`config.mk`:
```
export PLATFORM = sky130hd
export DESIGN_NAME = bht_access_scheduler_flat
export DESIGN_NICKNAME = d
export VERILOG_FILES = /design/src/rtl/bht_sched_if.sv /design/src/rtl/bht_access_scheduler.sv /design/src/flat_wrapper.sv
export SDC_FILE = /design/constraint.sdc
export NUM_CORES = 1
export LEC_CHECK = 0
export CORE_MARGIN = 2
export CORE_UTILIZATION = 45
export CTS_CLUSTER_SIZE = 25
export DETAILED_ROUTE_END_ITERATION = 12
export GPL_TIMING_DRIVEN = 0
export PLACE_DENSITY = 0.7
export SETUP_SLACK_MARGIN = 0.5
export SKIP_CTS_REPAIR_TIMING = 1
export SLEW_MARGIN = 10
export SYNTH_ARGS = -nofsm -noshare
export SYNTH_HDL_FRONTEND = slang
export SYNTH_SLANG_ARGS = --single-unit
```
`constraint.sdc`:
```
create_clock -name clk -period 5.76 [get_ports clk]
set_clock_uncertainty 0.2 [all_clocks]
set_input_delay 1.728 -clock clk [delete_from_list [all_inputs] [get_ports clk]]
set_output_delay 1.728 -clock clk [all_outputs]
set_load 0.05 [all_outputs]
```
`src/rtl/bht_sched_if.sv`:
```
// -----------------------------------------------------------------------------
// bht_sched_if
// Groups the signals of the BHT access scheduler: the fetch lookup handshake,
// the execute update handshake, the init status flag and the single-port
// array interface.
//
// Modports:
//   slave  - the scheduler (bht_access_scheduler).
//   master - everything around it: fetch, execute and the BHT array.
//
// Signals:
//   lookup_valid/lookup_addr/lookup_ready  fetch prediction request
//   pred_valid/pred_taken                  prediction, 1 cycle after accept
//   upd_valid/upd_addr/upd_taken/upd_ready resolved-branch update
//   init_done                              power-up sweep complete
//   bht_en/bht_we/bht_addr/bht_wdata       array port command
//   bht_rdata                              array read data (1 cycle latency)
// -----------------------------------------------------------------------------
interface bht_sched_if #(
    parameter int ADDR_W = 5
);
    logic              lookup_valid;
    logic [ADDR_W-1:0] lookup_addr;
    logic              lookup_ready;
    logic              pred_valid;
    logic              pred_taken;
    logic              upd_valid;
    logic [ADDR_W-1:0] upd_addr;
    logic              upd_taken;
    logic              upd_ready;
    logic              init_done;
    logic              bht_en;
    logic              bht_we;
    logic [ADDR_W-1:0] bht_addr;
    logic [1:0]        bht_wdata;
    logic [1:0]        bht_rdata;

    modport slave (
        input  lookup_valid, lookup_addr, upd_valid, upd_addr, upd_taken, bht_rdata,
        output lookup_ready, pred_valid, pred_taken, upd_ready, init_done,
               bht_en, bht_we, bht_addr, bht_wdata
    );

    modport master (
        output lookup_valid, lookup_addr, upd_valid, upd_addr, upd_taken, bht_rdata,
        input  lookup_ready, pred_valid, pred_taken, upd_ready, init_done,
               bht_en, bht_we, bht_addr, bht_wdata
    );
endinterface

```
`src/rtl/bht_access_scheduler.sv`:
```
// -----------------------------------------------------------------------------
// bht_access_scheduler
// Owns the single port of a BHT of 2-bit saturating counters. After reset it
// sweeps every entry to INIT_STATE, then arbitrates each cycle between fetch
// lookups and queued resolution updates. Updates are buffered in a small FIFO
// and applied as a 2-cycle read-modify-write; after STARVE_MAX lookups have
// been granted over a waiting update, the update is forced through.
//
// Ports:
//   clk     in   clock, all state on rising edge
//   arst_n  in   asynchronous active-low reset
//   bus     slave modport of bht_sched_if (lookup, prediction, update,
//           init_done and array port signals)
//   stat_lookups/stat_updates/stat_stalls  out [15:0], only when the macro
//           BHT_SCHED_STATS_EN is defined: saturating event counters.
//
// Optional feature: define BHT_SCHED_STATS_EN to add the statistics counters.
// -----------------------------------------------------------------------------
module bht_access_scheduler #(
    parameter int         ADDR_W     = 5,
    parameter int         DEPTH      = 32,
    parameter int         FIFO_DEPTH = 4,
    parameter int         STARVE_MAX = 3,
    parameter logic [1:0] INIT_STATE = 2'b01
) (
    input  logic        clk,
    input  logic        arst_n,
`ifdef BHT_SCHED_STATS_EN
    output logic [15:0] stat_lookups,
    output logic [15:0] stat_updates,
    output logic [15:0] stat_stalls,
`endif
    bht_sched_if.slave  bus
);
    localparam int PTR_W = (FIFO_DEPTH > 1) ? $clog2(FIFO_DEPTH) : 1;
    localparam int CNT_W = PTR_W + 1;
    localparam int STV_W = $clog2(STARVE_MAX + 1);
    localparam logic [CNT_W-1:0]  FULL_CNT = CNT_W'(FIFO_DEPTH);
    localparam logic [STV_W-1:0]  STV_MAX  = STV_W'(STARVE_MAX);
    localparam logic [ADDR_W-1:0] LAST_IDX = ADDR_W'(DEPTH - 1);

    typedef enum logic [1:0] {S_INIT, S_IDLE, S_UPD_WR} state_e;

    state_e            r_state;
    state_e            w_state_nxt;
    logic [ADDR_W-1:0] r_idx;
    logic [ADDR_W-1:0] r_fifo_addr  [FIFO_DEPTH];
    logic              r_fifo_taken [FIFO_DEPTH];
    logic [PTR_W-1:0]  r_wptr;
    logic [PTR_W-1:0]  r_rptr;
    logic [CNT_W-1:0]  r_count;
    logic [STV_W-1:0]  r_starve;
    logic              r_pred_valid;
    logic              r_pred_taken;
    logic              r_init_done;

    logic              w_empty;
    logic              w_full;
    logic              w_force;
    logic              w_lookup_acc;
    logic              w_upd_issue;
    logic              w_push;
    logic              w_pop;
    logic [ADDR_W-1:0] w_head_addr;
    logic              w_head_taken;

    function automatic logic [1:0] sat_next(input logic [1:0] c, input logic taken);
        if (taken) return (c == 2'b11) ? c : c + 2'd1;
        else       return (c == 2'b00) ? c : c - 2'd1;
    endfunction

    // ---------------- arbitration ----------------
    assign w_empty      = (r_count == '0);
    assign w_full       = (r_count == FULL_CNT);
    assign w_force      = !w_empty && (r_starve == STV_MAX);
    assign w_head_addr  = r_fifo_addr[r_rptr];
    assign w_head_taken = r_fifo_taken[r_rptr];

    assign bus.lookup_ready = (r_state == S_IDLE) && !w_force;
    assign w_lookup_acc     = bus.lookup_valid && bus.lookup_ready;
    // Lookups win unless an update is being forced; an idle port drains the FIFO.
    assign w_upd_issue      = (r_state == S_IDLE) && !w_empty && (w_force || !bus.lookup_valid);

    assign bus.upd_ready = !w_full;
    assign w_push        = bus.upd_valid && !w_full;
    assign w_pop         = (r_state == S_UPD_WR);

    // ---------------- FSM: state register ----------------
    // NOTE: sequential state uses non-blocking (<=) so every register samples
    // the pre-edge values of the others, independent of process order.
    always_ff @(posedge clk or negedge arst_n) begin
        if (!arst_n) r_state <= S_INIT;
        else         r_state <= w_state_nxt;
    end

    // ---------------- FSM: next state ----------------
    always_comb begin
        w_state_nxt = r_state;
        unique case (r_state)
            S_INIT:   if (r_idx == LAST_IDX) w_state_nxt = S_IDLE;
            S_IDLE:   if (w_upd_issue)       w_state_nxt = S_UPD_WR;
            S_UPD_WR:                        w_state_nxt = S_IDLE;
            default:                         w_state_nxt = S_INIT;
        endcase
    end

    // ---------------- FSM: outputs (array port) ----------------
    // NOTE: every output gets a default before the case so no path leaves a
    // signal unassigned, which would otherwise infer a latch.
    always_comb begin
        bus.bht_en    = 1'b0;
        bus.bht_we    = 1'b0;
        bus.bht_addr  = '0;
        bus.bht_wdata = '0;
        unique case (r_state)
            S_INIT: begin
                bus.bht_en    = 1'b1;
                bus.bht_we    = 1'b1;
                bus.bht_addr  = r_idx;
                bus.bht_wdata = INIT_STATE;
            end
            S_IDLE: begin
                if (w_upd_issue) begin
                    bus.bht_en   = 1'b1;
                    bus.bht_addr = w_head_addr;
                end else if (w_lookup_acc) begin
                    bus.bht_en   = 1'b1;
                    bus.bht_addr = bus.lookup_addr;
                end
            end
            S_UPD_WR: begin
                // Head entry is still in the FIFO; it pops at the end of this cycle.
                bus.bht_en    = 1'b1;
                bus.bht_we    = 1'b1;
                bus.bht_addr  = w_head_addr;
                bus.bht_wdata = sat_next(bus.bht_rdata, w_head_taken);
            end
            default: ;
        endcase
    end

    // ---------------- sweep index and init flag ----------------
    always_ff @(posedge clk or negedge arst_n) begin
        if (!arst_n) begin
            r_idx       <= '0;
            r_init_done <= 1'b0;
        end else if (r_state == S_INIT) begin
            r_idx <= r_idx + 1'b1;
            if (r_idx == LAST_IDX) r_init_done <= 1'b1;
        end
    end

    // ---------------- update FIFO ----------------
    // NOTE: the entry storage has no reset; validity is carried entirely by
    // the reset pointers/count, so resetting the array would only cost area.
    always_ff @(posedge clk) begin
        if (w_push) begin
            r_fifo_addr[r_wptr]  <= bus.upd_addr;
            r_fifo_taken[r_wptr] <= bus.upd_taken;
        end
    end

    always_ff @(posedge clk or negedge arst_n) begin
        if (!arst_n) begin
            r_wptr  <= '0;
            r_rptr  <= '0;
            r_count <= '0;
        end else begin
            if (w_push) r_wptr <= r_wptr + 1'b1;
            if (w_pop)  r_rptr <= r_rptr + 1'b1;
            unique case ({w_push, w_pop})
                2'b10:   r_count <= r_count + 1'b1;
                2'b01:   r_count <= r_count - 1'b1;
                default: r_count <= r_count;
            endcase
        end
    end

    // ---------------- anti-starvation counter ----------------
    always_ff @(posedge clk or negedge arst_n) begin
        if (!arst_n)
            r_starve <= '0;
        else if (w_upd_issue || w_empty)
            r_starve <= '0;
        else if (w_lookup_acc && (r_starve != STV_MAX))
            r_starve <= r_starve + 1'b1;
    end

    // ---------------- prediction ----------------
    // pred_taken shows the array data directly in the response cycle and
    // holds the last prediction otherwise.
    always_ff @(posedge clk or negedge arst_n) begin
        if (!arst_n) begin
            r_pred_valid <= 1'b0;
            r_pred_taken <= 1'b0;
        end else begin
            r_pred_valid <= w_lookup_acc;
            if (r_pred_valid) r_pred_taken <= bus.bht_rdata[1];
        end
    end

    assign bus.pred_valid = r_pred_valid;
    assign bus.pred_taken = r_pred_valid ? bus.bht_rdata[1] : r_pred_taken;
    assign bus.init_done  = r_init_done;

`ifdef BHT_SCHED_STATS_EN
    // ---------------- statistics ----------------
    logic [15:0] r_stat_lookups;
    logic [15:0] r_stat_updates;
    logic [15:0] r_stat_stalls;

    always_ff @(posedge clk or negedge arst_n) begin
        if (!arst_n) begin
            r_stat_lookups <= '0;
            r_stat_updates <= '0;
            r_stat_stalls  <= '0;
        end else begin
            if (w_lookup_acc && (r_stat_lookups != 16'hFFFF))
                r_stat_lookups <= r_stat_lookups + 16'd1;
            if (w_pop && (r_stat_updates != 16'hFFFF))
                r_stat_updates <= r_stat_updates + 16'd1;
            if (bus.lookup_valid && !bus.lookup_ready && (r_stat_stalls != 16'hFFFF))
                r_stat_stalls <= r_stat_stalls + 16'd1;
        end
    end

    assign stat_lookups = r_stat_lookups;
    assign stat_updates = r_stat_updates;
    assign stat_stalls  = r_stat_stalls;
`endif

endmodule
```
`src/flat_wrapper.sv`:
```
// flat-port wrapper written by rule: the top's interface ports become plain ports
module bht_access_scheduler_flat 
#(
    parameter int         ADDR_W     = 5,
    parameter int         DEPTH      = 32,
    parameter int         FIFO_DEPTH = 4,
    parameter int         STARVE_MAX = 3,
    parameter logic [1:0] INIT_STATE = 2'b01
)
  (clk, arst_n, bus_lookup_valid, bus_lookup_addr, bus_upd_valid, bus_upd_addr, bus_upd_taken, bus_bht_rdata, bus_lookup_ready, bus_pred_valid, bus_pred_taken, bus_upd_ready, bus_init_done, bus_bht_en, bus_bht_we, bus_bht_addr, bus_bht_wdata);
  bht_sched_if #(.ADDR_W(ADDR_W)) bus_i ();
  input  logic clk;
  input  logic arst_n;
  input wire logic [$bits(bus_i.lookup_valid)-1:0] bus_lookup_valid;
  input wire logic [$bits(bus_i.lookup_addr)-1:0] bus_lookup_addr;
  input wire logic [$bits(bus_i.upd_valid)-1:0] bus_upd_valid;
  input wire logic [$bits(bus_i.upd_addr)-1:0] bus_upd_addr;
  input wire logic [$bits(bus_i.upd_taken)-1:0] bus_upd_taken;
  input wire logic [$bits(bus_i.bht_rdata)-1:0] bus_bht_rdata;
  output wire logic [$bits(bus_i.lookup_ready)-1:0] bus_lookup_ready;
  output wire logic [$bits(bus_i.pred_valid)-1:0] bus_pred_valid;
  output wire logic [$bits(bus_i.pred_taken)-1:0] bus_pred_taken;
  output wire logic [$bits(bus_i.upd_ready)-1:0] bus_upd_ready;
  output wire logic [$bits(bus_i.init_done)-1:0] bus_init_done;
  output wire logic [$bits(bus_i.bht_en)-1:0] bus_bht_en;
  output wire logic [$bits(bus_i.bht_we)-1:0] bus_bht_we;
  output wire logic [$bits(bus_i.bht_addr)-1:0] bus_bht_addr;
  output wire logic [$bits(bus_i.bht_wdata)-1:0] bus_bht_wdata;
  assign bus_i.lookup_valid = bus_lookup_valid;
  assign bus_i.lookup_addr = bus_lookup_addr;
  assign bus_i.upd_valid = bus_upd_valid;
  assign bus_i.upd_addr = bus_upd_addr;
  assign bus_i.upd_taken = bus_upd_taken;
  assign bus_i.bht_rdata = bus_bht_rdata;
  assign bus_lookup_ready = bus_i.lookup_ready;
  assign bus_pred_valid = bus_i.pred_valid;
  assign bus_pred_taken = bus_i.pred_taken;
  assign bus_upd_ready = bus_i.upd_ready;
  assign bus_init_done = bus_i.init_done;
  assign bus_bht_en = bus_i.bht_en;
  assign bus_bht_we = bus_i.bht_we;
  assign bus_bht_addr = bus_i.bht_addr;
  assign bus_bht_wdata = bus_i.bht_wdata;
  bht_access_scheduler #(.ADDR_W(ADDR_W), .DEPTH(DEPTH), .FIFO_DEPTH(FIFO_DEPTH), .STARVE_MAX(STARVE_MAX), .INIT_STATE(INIT_STATE)) u_core (.clk(clk), .arst_n(arst_n), .bus(bus_i));
endmodule
```
==> results.md <==
* Worst slew pin tran at 0.849 ns
* Syn avg cell area at 13.8 µm²
* Post-Layout Cell Count at 235
* Async S/R FF share, synth at 44.2%
* Critical Path RT at 3.83 ns
* Fillers at 349
* Antenna cells at 0
* Post-Synth Simple-Gate Area at 8.28%
* Top FF cell, synth: edfxtp_1
* Syn nets at 171
* Initial antenna violation count at 0
* Xor-xnor portion of the synthesized cell area at 3.95%
* Clk slew on worst S/H paths at 0.08 ns
* Vias in the first global route at 1228
* Post-DR vias/cell at 5.15
* Vias post-DR at 1210
* Commonest non-fill, non-tap cell in the layout: edfxtp_1
* Die Y-Extent at 70.6 µm
* Slowest stage delay, CP at 0.53 ns
* Hold WS at 0.272 ns
* Library cells used by synthesis at 35
* Root buf cell: clkbuf_8
* Flops & latches, synth at 43
* Yosys warns at 0
* Drt drc at 0
* HPWL Detailed at 2660 µm
* CP cell instances: clkdlybuf4s50_1, nand3_1, o221ai_1, dlymetal6s2s_1
* Slew Viols, Final at 0
* Post-Synthesis Cells at 145
* Max Freq at 0.194 GHz
* Commonest cells after routing, fill and taps aside: 24 x edfxtp_1, 22 x clkdlybuf4s50_1, 19 x inv_1, 19 x dfrtp_1
* GP Congestion at 0.821
* Total die area at 4980 µm²
* Cell Pwr Density at 569 nW/µm²
* Rel. slew slack at 43.2%
* Row count at 24
* EDFF count, synth at 24
* H-tree Lvls at 2
* Layout cells sized above 1 at 9.29%
* Core area at 4320 µm²
* Post-synthesis compound-gate area fraction at 5.83%
* Routed WL at 3510 µm
* Port Buffer Count at 30
* Router iterations before antenna repair at 4
* Worst path slowest cell: clkdlybuf4s50_1
* GRT Residual Overflow at 0
* Synthesized cell area at 1990 µm²
* Die width at 70.6 µm
* Largest net degree at the start of global routing at 20
* Setup TNS at 0 ns
* Setup-failing EPs final at 0
* Routed length per placed instance at 14.9 µm
* Layout Utilization at 57.8%
* Clock Latency Late Sink at 0.30 ns
* Total GRT Usage at 15.6%
* Routed Antenna Nets at 0
* Crit path buf inv count at 2
* Leak at 0.00112 µW
* Fin crit share at 89.5%
* Crit-path leading delay family: buffers and inverters
* Clk buf depth at 2
* Register area share after synthesis at 60.0%
* Setup ws final at 0.605 ns
* CP arrival at 3.23 ns
* Largest family of logic cells by synthesized area: multiplexers
* CTS sink cnt at 43
* RSZ-0062 raised after global routing: no
* Initial Utilization at 46.1%
* CTS tree: built
* CP max FO at 7
* CP endpoint kind: output port
* Placed Instances at 227
* Layout area overhead at 25.4%
* Max VDD drop at 0.180 mV
* Critical path type: in -> out
* 1st-iter DRT viols at 40
* Hold Vio Cnt, Final at 0
* Setup WS pre-CTS at 0.142 ns
* Adder-Cell Fraction of Synth Area at 6.59%
* CP Launch Type: input pin
* Outcome: finished clean
* # IOs at 31
* CTS Buf Count at 5
* Multiplexer area fraction after synthesis at 10.5%
* Nets at 208
* Max cap viols at 0
* Worst Hold Class: reg -> reg
* Min Tclk post-route at 5.15 ns
* Global-route wire length before repair at 5950 µm
path summary, 6_finish.rpt:
| check | cells after the start | start | slack (ns) | endpoint |
|---|---|---|---|---|
| max | 4 | bus_lookup_valid | 0.61 | bus_bht_addr[4] |
| min | 1 | u_core.bus.init_done | 0.27 | u_core.bus.init_done |
| max reg2reg | 8 | u_core.r_state[1] | 3.26 | u_core.r_count[2] |
| min reg2reg | 1 | u_core.bus.init_done | 0.27 | u_core.bus.init_done |
| max in group asynchronous | 1 | arst_n | 3.12 | u_core.r_wptr[1] |
| min in group asynchronous | 1 | arst_n | 1.71 | u_core.r_count[0] |
power by group:
part,switching [µW],internal (µW)
registers,53.2,428
clock network,109,131
logic,423,278
kinds of logic after synthesis:
group,count (synthesis)
muxes,11
buffers and inverters,24
AOI/OAI and AO/OA,17
adders and majority gates,10
xor gates and xnor gates,9
DFF,43
and+or+nand+nor,31
area by class of cell:
type	count	area, µm²	area share [%]
Sequential cell	43	1200	47.8
Clock inverter	3	46.3	1.85
Clock buffer	5	68.8	2.75
Multi-Input combinational cell	78	707	28.3
Tap cell	52	65.1	2.60
Buffer	5	26.3	1.05
Inverter	19	71.3	2.85
Timing Repair Buffer	30	320	12.8
Yosys cell counts, types with 4 or more instances:
| master | count | area, µm² |
|---|---|---|
| and3_1 | 7 | 43.8 |
| dfrtp_1 | 19 | 475 |
| edfxtp_1 | 24 | 721 |
| o21ai_0 | 4 | 20.0 |
| xor2_1 | 4 | 35.0 |
| xnor2_1 | 5 | 43.8 |
| mux2_2 | 4 | 45.0 |
| clkbuf_1 | 4 | 15.0 |
| ha_1 | 8 | 100 |
| mux4_1 | 5 | 131 |
| nand2_1 | 8 | 30.0 |
| inv_1 | 19 | 71.3 |
| o221ai_1 | 4 | 35.0 |
worst reg2reg max path, delay by kind of cell (launching register included):
kind	cells	cell delay (ns)
xor+xnor	2	0.32
simple gates	2	0.59
flops	1	0.35
fa+ha+maj	2	0.65
buf+inv	2	0.32
metrics by stage:
| stage | power (µW) | cell area, µm² |
|---|---|---|
| floorplan | 989 | 1990 |
| global placement | 1170 | 2360 |
| detailed placement | 1200 | 2360 |
| CTS | 1440 | 2470 |
| global route | 1520 | 2500 |
| finish | 1420 | 2500 |
state kept, by name, indices dropped and copies added (netlist names):
signal,count
u_core.r_idx,5
u_core.bus.pred_valid,1
u_core.r_count,3
u_core.r_rptr,2
u_core.r_wptr,2
u_core.r_state,2
u_core.bus.init_done,1
u_core.r_starve,2
u_core.r_fifo_addr,20
u_core.r_fifo_taken,4
u_core.r_pred_taken,1
metal layers:
layer  share of wire (%)  vias to the layer above  GRT usage [%]
li1                    -                      592              -
met1                  43                      585           19.9
met2                  50                       26           25.6
met5                   0                        -              0
met3                 5.1                        7           4.84
met4                 1.7                        0           5.03
No activity file was read; power rests on OpenSTA's default activity.
